===== config.mk =====
export PLATFORM = sky130hd
export DESIGN_NAME = frame_parser
export DESIGN_NICKNAME = d
export VERILOG_FILES = /design/src/rtl/parser_pkg.sv /design/src/rtl/frame_pat_match.sv /design/src/rtl/frame_parser.sv
export SDC_FILE = /design/constraint.sdc
export NUM_CORES = 1
export LEC_CHECK = 0
export CORE_MARGIN = 5
export CORE_UTILIZATION = 42
export DETAILED_ROUTE_END_ITERATION = 8
export HOLD_SLACK_MARGIN = 0.15
export PLACE_DENSITY_LB_ADDON = 0.05
export SYNTH_ARGS = -nofsm -noshare
export SYNTH_HDL_FRONTEND = slang
export SYNTH_HIERARCHICAL = 1
export SYNTH_SLANG_ARGS = --single-unit

===== constraint.sdc =====
create_clock -name clk -period 3.2 [get_ports clk]
set_input_delay 0.64 -clock clk [delete_from_list [all_inputs] [get_ports clk]]
set_output_delay 0.64 -clock clk [all_outputs]
set_load 0.02 [all_outputs]

===== src/rtl/parser_pkg.sv =====
// Shared types and default patterns for the frame parser.
package parser_pkg;

    typedef enum logic [1:0] {
        ST_HUNT  = 2'd0,
        ST_BODY  = 2'd1,
        ST_TRAIL = 2'd2
    } state_e;

    typedef enum logic [1:0] {
        ERR_NONE    = 2'd0,
        ERR_TRAILER = 2'd1,
        ERR_CSUM    = 2'd2,
        ERR_OVERRUN = 2'd3
    } err_code_e;

    // First-received symbol sits in the most significant byte.
    localparam logic [31:0] DEF_HDR_PAT = 32'h11_11_11_11;
    localparam logic [31:0] DEF_TRL_PAT = 32'h00_11_00_11;

endpackage


===== src/rtl/frame_pat_match.sv =====
// Valid-gated symbol history with fill count; flags when the newest LEN
// valid symbols (history plus the current one) equal PAT.
module frame_pat_match #(
    parameter int DW  = 8,
    parameter int LEN = 4,
    parameter logic [LEN*DW-1:0] PAT = '0
) (
    input  logic          clk,
    input  logic          rst_n,
    input  logic [DW-1:0] data,
    input  logic          data_valid,
    output logic          match
);

    localparam int HL = (LEN > 1) ? LEN - 1 : 1;
    localparam int FW = $clog2(LEN + 1);

    // hist_q[0] is the most recent previous valid symbol.
    logic [HL-1:0][DW-1:0]  hist_q, hist_d;
    logic [LEN-1:0][DW-1:0] win_s;
    logic [FW-1:0]          fill_q, fill_d;

    // Shift history and saturating fill count on each valid symbol.
    always_comb begin
        hist_d = hist_q;
        fill_d = fill_q;
        if (data_valid) begin
            hist_d[0] = data;
            for (int i = 1; i < HL; i++) begin
                hist_d[i] = hist_q[i-1];
            end
            fill_d = (fill_q == FW'(LEN)) ? fill_q : fill_q + FW'(1);
        end else begin
            hist_d = hist_q;
        end
    end

    // Compare window: current symbol last, oldest history symbol first.
    always_comb begin
        win_s[0] = data;
        for (int i = 1; i < LEN; i++) begin
            win_s[i] = hist_q[i-1];
        end
        match = data_valid && (win_s == PAT) && (fill_q >= FW'(LEN - 1));
    end

    // History registers.
    always_ff @(posedge clk or negedge rst_n) begin
        if (!rst_n) begin
            hist_q <= '0;
            fill_q <= '0;
        end else begin
            hist_q <= hist_d;
            fill_q <= fill_d;
        end
    end

endmodule


===== src/rtl/frame_parser.sv =====
// Header-synchronised fixed-length frame parser with one-deep output hold.
// Optional payload checksum enabled by defining PARSER_CSUM_EN.
module frame_parser
    import parser_pkg::*;
#(
    parameter int DW      = 8,
    parameter int HDR_LEN = 4,
    parameter int PAY_LEN = 12,
    parameter int TRL_LEN = 4,
    parameter logic [HDR_LEN*DW-1:0] HDR_PAT = DEF_HDR_PAT,
    parameter logic [TRL_LEN*DW-1:0] TRL_PAT = DEF_TRL_PAT
) (
    input  logic                  clk,
    input  logic                  rst_n,
    input  logic [DW-1:0]         data,
    input  logic                  data_valid,
    output logic                  out_valid,
    input  logic                  out_ready,
    output logic [PAY_LEN*DW-1:0] payload,
    output logic                  err,
    output logic [1:0]            err_code
);

    localparam int CW = $clog2((PAY_LEN > TRL_LEN) ? PAY_LEN : TRL_LEN);
    localparam logic [TRL_LEN-1:0][DW-1:0] TRL_SYMS = TRL_PAT;

    state_e                   state_q, state_d;
    logic [CW-1:0]            cnt_q, cnt_d;
    logic [PAY_LEN-1:0][DW-1:0] staging_q, staging_d, payload_q, payload_d;
    logic                     out_valid_q, out_valid_d;
    logic                     err_q, err_d;
    logic [1:0]               err_code_q, err_code_d;

    logic          hdr_match_s, trl_bad_s, frame_done_s, csum_ok_s;
    logic          commit_s, overrun_s;
    logic [DW-1:0] trl_exp_s;

    frame_pat_match #(.DW(DW), .LEN(HDR_LEN), .PAT(HDR_PAT)) u_hdr (
        .clk        (clk),
        .rst_n      (rst_n),
        .data       (data),
        .data_valid (data_valid),
        .match      (hdr_match_s)
    );

    // Trailer and checksum evaluation on the current symbol.
    always_comb begin
        trl_exp_s = '0;
        for (int k = 0; k < TRL_LEN; k++) begin
            trl_exp_s = (cnt_q == CW'(k)) ? TRL_SYMS[TRL_LEN-1-k] : trl_exp_s;
        end
`ifdef PARSER_CSUM_EN
        begin
            logic [DW-1:0] x_s;
            x_s = '0;
            for (int k = 0; k < PAY_LEN - 1; k++) begin
                x_s = x_s ^ staging_q[k];
            end
            csum_ok_s = (x_s == staging_q[PAY_LEN-1]);
        end
`else
        csum_ok_s = 1'b1;
`endif
        trl_bad_s    = data_valid && (state_q == ST_TRAIL) && (data != trl_exp_s);
        frame_done_s = data_valid && (state_q == ST_TRAIL) && (data == trl_exp_s)
                       && (cnt_q == CW'(TRL_LEN - 1));
        commit_s     = frame_done_s && csum_ok_s && (!out_valid_q || out_ready);
        overrun_s    = frame_done_s && csum_ok_s && out_valid_q && !out_ready;
    end

    // Next-state logic; header matches are only honoured while hunting.
    always_comb begin
        case (state_q)
            ST_HUNT:  state_d = hdr_match_s ? ST_BODY : ST_HUNT;
            ST_BODY:  state_d = (data_valid && cnt_q == CW'(PAY_LEN - 1)) ? ST_TRAIL : ST_BODY;
            ST_TRAIL: state_d = (trl_bad_s || frame_done_s) ? ST_HUNT : ST_TRAIL;
            default:  state_d = ST_HUNT;
        endcase
    end

    // Datapath and output next values.
    always_comb begin
        cnt_d     = cnt_q;
        staging_d = staging_q;
        case (state_q)
            ST_HUNT: cnt_d = '0;
            ST_BODY: begin
                if (data_valid) begin
                    for (int k = 0; k < PAY_LEN; k++) begin
                        staging_d[k] = (cnt_q == CW'(k)) ? data : staging_q[k];
                    end
                    cnt_d = (cnt_q == CW'(PAY_LEN - 1)) ? '0 : cnt_q + CW'(1);
                end else begin
                    cnt_d = cnt_q;
                end
            end
            ST_TRAIL: begin
                if (data_valid) begin
                    cnt_d = (trl_bad_s || frame_done_s) ? '0 : cnt_q + CW'(1);
                end else begin
                    cnt_d = cnt_q;
                end
            end
            default: cnt_d = '0;
        endcase

        payload_d = commit_s ? staging_q : payload_q;
        if (commit_s) begin
            out_valid_d = 1'b1;
        end else if (out_valid_q && out_ready) begin
            out_valid_d = 1'b0;
        end else begin
            out_valid_d = out_valid_q;
        end

        err_d = trl_bad_s || (frame_done_s && !csum_ok_s) || overrun_s;
        if (trl_bad_s) begin
            err_code_d = ERR_TRAILER;
        end else if (frame_done_s && !csum_ok_s) begin
            err_code_d = ERR_CSUM;
        end else if (overrun_s) begin
            err_code_d = ERR_OVERRUN;
        end else begin
            err_code_d = err_code_q;
        end
    end

    // State register.
    always_ff @(posedge clk or negedge rst_n) begin
        if (!rst_n) begin
            state_q <= ST_HUNT;
        end else begin
            state_q <= state_d;
        end
    end

    // Datapath and output registers.
    always_ff @(posedge clk or negedge rst_n) begin
        if (!rst_n) begin
            cnt_q       <= '0;
            staging_q   <= '0;
            payload_q   <= '0;
            out_valid_q <= 1'b0;
            err_q       <= 1'b0;
            err_code_q  <= 2'd0;
        end else begin
            cnt_q       <= cnt_d;
            staging_q   <= staging_d;
            payload_q   <= payload_d;
            out_valid_q <= out_valid_d;
            err_q       <= err_d;
            err_code_q  <= err_code_d;
        end
    end

    assign payload   = payload_q;
    assign out_valid = out_valid_q;
    assign err       = err_q;
    assign err_code  = err_code_q;

endmodule


==> impl_metrics.json <==
{
  "synth_cell_types": 48,
  "die_w_um": 158,
  "synth_warnings": 6,
  "critPathRequiredTime_ps": 3530,
  "grt_pass1_wl_um": 32900,
  "p_per_area_nw_per_um2": 708,
  "ff_latch_area_um2": 5730,
  "antenna_cells": 0,
  "fin_nets": 732,
  "arrival_ps": 3140,
  "fillers": 1810,
  "cts-htree-levels": 1,
  "grt_max_degree": 90,
  "netlist_area_um2": 9170,
  "numClockSinks": 229,
  "leakage_uw": 0.00537,
  "yosysTopAreaCellShare_pct": 62.5,
  "yosysTopAreaCell": "dfrtp_1",
  "avgSynthCellArea_um2": 15.8,
  "yosysSeqAreaShare_pct": 62.5,
  "antenna_left": 0,
  "clock_skew_ps": 12.6,
  "cp_max_fo": 6,
  "period_minus_slack_ps": 2810,
  "final.setup.tns_ps": 0,
  "ys_ff_latch": 229,
  "viasPerCell": 5.16,
  "grt_util_all_layers_pct": 16.9,
  "drc_errors": 0,
  "reg2reg_depth": 7,
  "dp_hpwl_um": 13300,
  "place_area_um2": 10700,
  "antenna_found_initial": 0,
  "cp-end-kind": "flop",
  "multiInputGateArea_um2": 3240,
  "crit_type": "flop to flop",
  "whs_ps": 153,
  "path_clk_slew_ps": 60,
  "synth_nets": 604,
  "slowest_stage": "o311ai_0",
  "ys_async_sr_fraction_pct": 100,
  "cts_resized": 0,
  "final_area_um2": 11400,
  "clock.fmax_mhz": 356,
  "die_h_um": 158,
  "first_pass_iters": 4,
  "synth_edf_count": 0,
  "core_area_um2": 21700,
  "rows": 54,
  "numPortBuffers": 111,
  "dr.first_iter.drc_count": 141,
  "cts-root-buf": "clkbuf_16",
  "syn_inst": 581,
  "insertion_delay_ps": 500,
  "ir_worst_vdd_uv": 433,
  "layout.cells.non_filler": 1006,
  "post_cts_buffers": 0,
  "cts_made_buffers": 25,
  "dp_worst_setup_slack_ps": 175,
  "num_vias": 5195,
  "hp-class": "input port to async pin",
  "cap_viol_max_count": 0,
  "period_share_pct": 87.9,
  "num_io_pins": 112,
  "status": "completed",
  "initial_core_util_pct": 42.3,
  "dieArea_um2": 24900,
  "grt_pass1_vias": 5773,
  "grt-ovfl-total": 0,
  "crit_chain": "inv_1 -> ha_1 -> nor2b_1 -> o21a_1 -> mux2i_1 -> o311ai_0 -> o21ai_0",
  "hold_viol_final": 0,
  "drive_gt1_share_pct": 33.5,
  "rsz0062_at_grt": "false",
  "cp-start-kind": "flop",
  "wl_per_cell_um": 20.3,
  "synth_area_leaders": "dfrtp_1, mux2_2, mux2_1",
  "slowest_delay_ps": 1010,
  "critPathTopFamily": "compound AO/OA/AOI/OAI gates",
  "syn_to_final_growth_pct": 24.8,
  "layout_setup_ws_ps": 388,
  "slew_viol_final": 0,
  "finalSetupViolCount": 0,
  "clk_path_buf_depth": 3,
  "path_buf_inv": 1,
  "holdBufCountCts": 0,
  "place_congestion": 0.774,
  "wirelength_um": 20400,
  "synth-main-ff-cell": "dfrtp_1",
  "slew_headroom_pct": 22.4,
  "tightestPinTransition_ps": 1150,
  "cts_tree": "done",
  "cp_num_cells": 7,
  "place_inst": 962
}
logic make-up after synthesis:
group           after synthesis  synth area share, %
simple gates                 59                 4.36
compound gates               24                 1.77
mux                         217                 27.4
buf+inv                      39                 2.30
fa+ha+maj                    11                 1.50
xor+xnor                      2                0.191
flops                       229                 62.5
worst reg2reg max path, cell delays in order, from the launching register on:
cell and delay, ps:
dfrtp_1 440, inv_1 110, ha_1 290, nor2b_1 210
o21a_1 180, mux2i_1 170, o311ai_0 1010, o21ai_0 240
stage by stage:
step | total power [µW] | utilization [%]
final | 8110 | 52.8
after global routing | 8570 | 52.8
after CTS | 8240 | 52.8
after detailed placement | 5420 | 49.1
after global placement | 5320 | 49.1
after floorplan | 4940 | -
registers in the layout, summed over array words and instances (netlist names):
name	flops
payload	96
err_code	2
u_hdr/fill_q	3
cnt_q	4
state_q	2
out_valid	1
u_hdr/hist_q	24
staging_q	96
err	1
final timing paths:
path / from / to / slack (ps)
min in group clk: data_valid / u_hdr/fill_q[2] / 430
worst max-delay path: cnt_q[0] / cnt_q[3] / 390
max in group asynchronous: rst_n / staging_q[62] / 2180
worst min-delay path: rst_n / payload[11] / 150
worst min register to register: staging_q[85] / payload[85] / 480
worst max register to register: cnt_q[0] / cnt_q[3] / 390
synth_stat cells (all sizes together) (2+ instances only):
cell type,instances
a21oi,4
and2,3
and3,2
buf,15
clkbuf,12
dfrtp,229
ha,11
inv,12
mux2,216
nand2,18
nand2b,2
nand3,3
nand4,6
nor2,4
nor2b,2
nor3,5
nor3b,3
nor4b,5
nor4bb,2
o21ai,7
o21bai,2
xnor2,2
cell usage in the layout, fill, tap and decap left out, types with 2 or more instances in the layout:
cell type	n
o21ai_1	2
clkbuf_1	8
mux2_1	41
mux2_2	156
and3_1	2
nand3_1	3
nor4b_2	3
xnor2_1	2
a21oi_1	4
inv_1	11
o21bai_1	2
clkdlybuf4s50_1	109
ha_1	11
o21ai_0	5
buf_12	4
and2_1	3
nor2_1	3
nand4_1	6
nand2b_1	2
nand2_1	18
nor4b_1	2
mux2_4	19
clkbuf_16	25
nor2b_1	2
nor3_1	2
nor4bb_1	2
nor3_2	3
buf_4	13
clkinv_2	3
dfrtp_1	229
clkbuf_8	7
power breakdown:
part | total (µW) | internal [µW] | switching [µW] | leakage, µW
logic | 1390 | 780 | 611 | 0.00199
registers | 3950 | 3560 | 392 | 0.00299
clock network | 2760 | 1680 | 1090 | 0.000394
per-layer routing:
metal | vias to the layer above | share of wire, % | track usage, %
li1 | 2326 | - | -
met3 | 28 | 4.8 | 3.20
met4 | 0 | 1.7 | 4.01
met1 | 2732 | 46 | 23.2
met5 | - | 0 | 0
met2 | 109 | 47 | 27.9
cell type report:
cell class                      instances  area share [%]
Clock buffer                           40            6.57
Clock inverter                          4           0.393
Inverter                               12           0.393
Multi-Input combinational cell        313            28.3
Sequential cell                       229            50.0
Tap cell                              280            3.06
Timing Repair Buffer                  128            11.3
No activity file was read; power rests on OpenSTA's default activity.
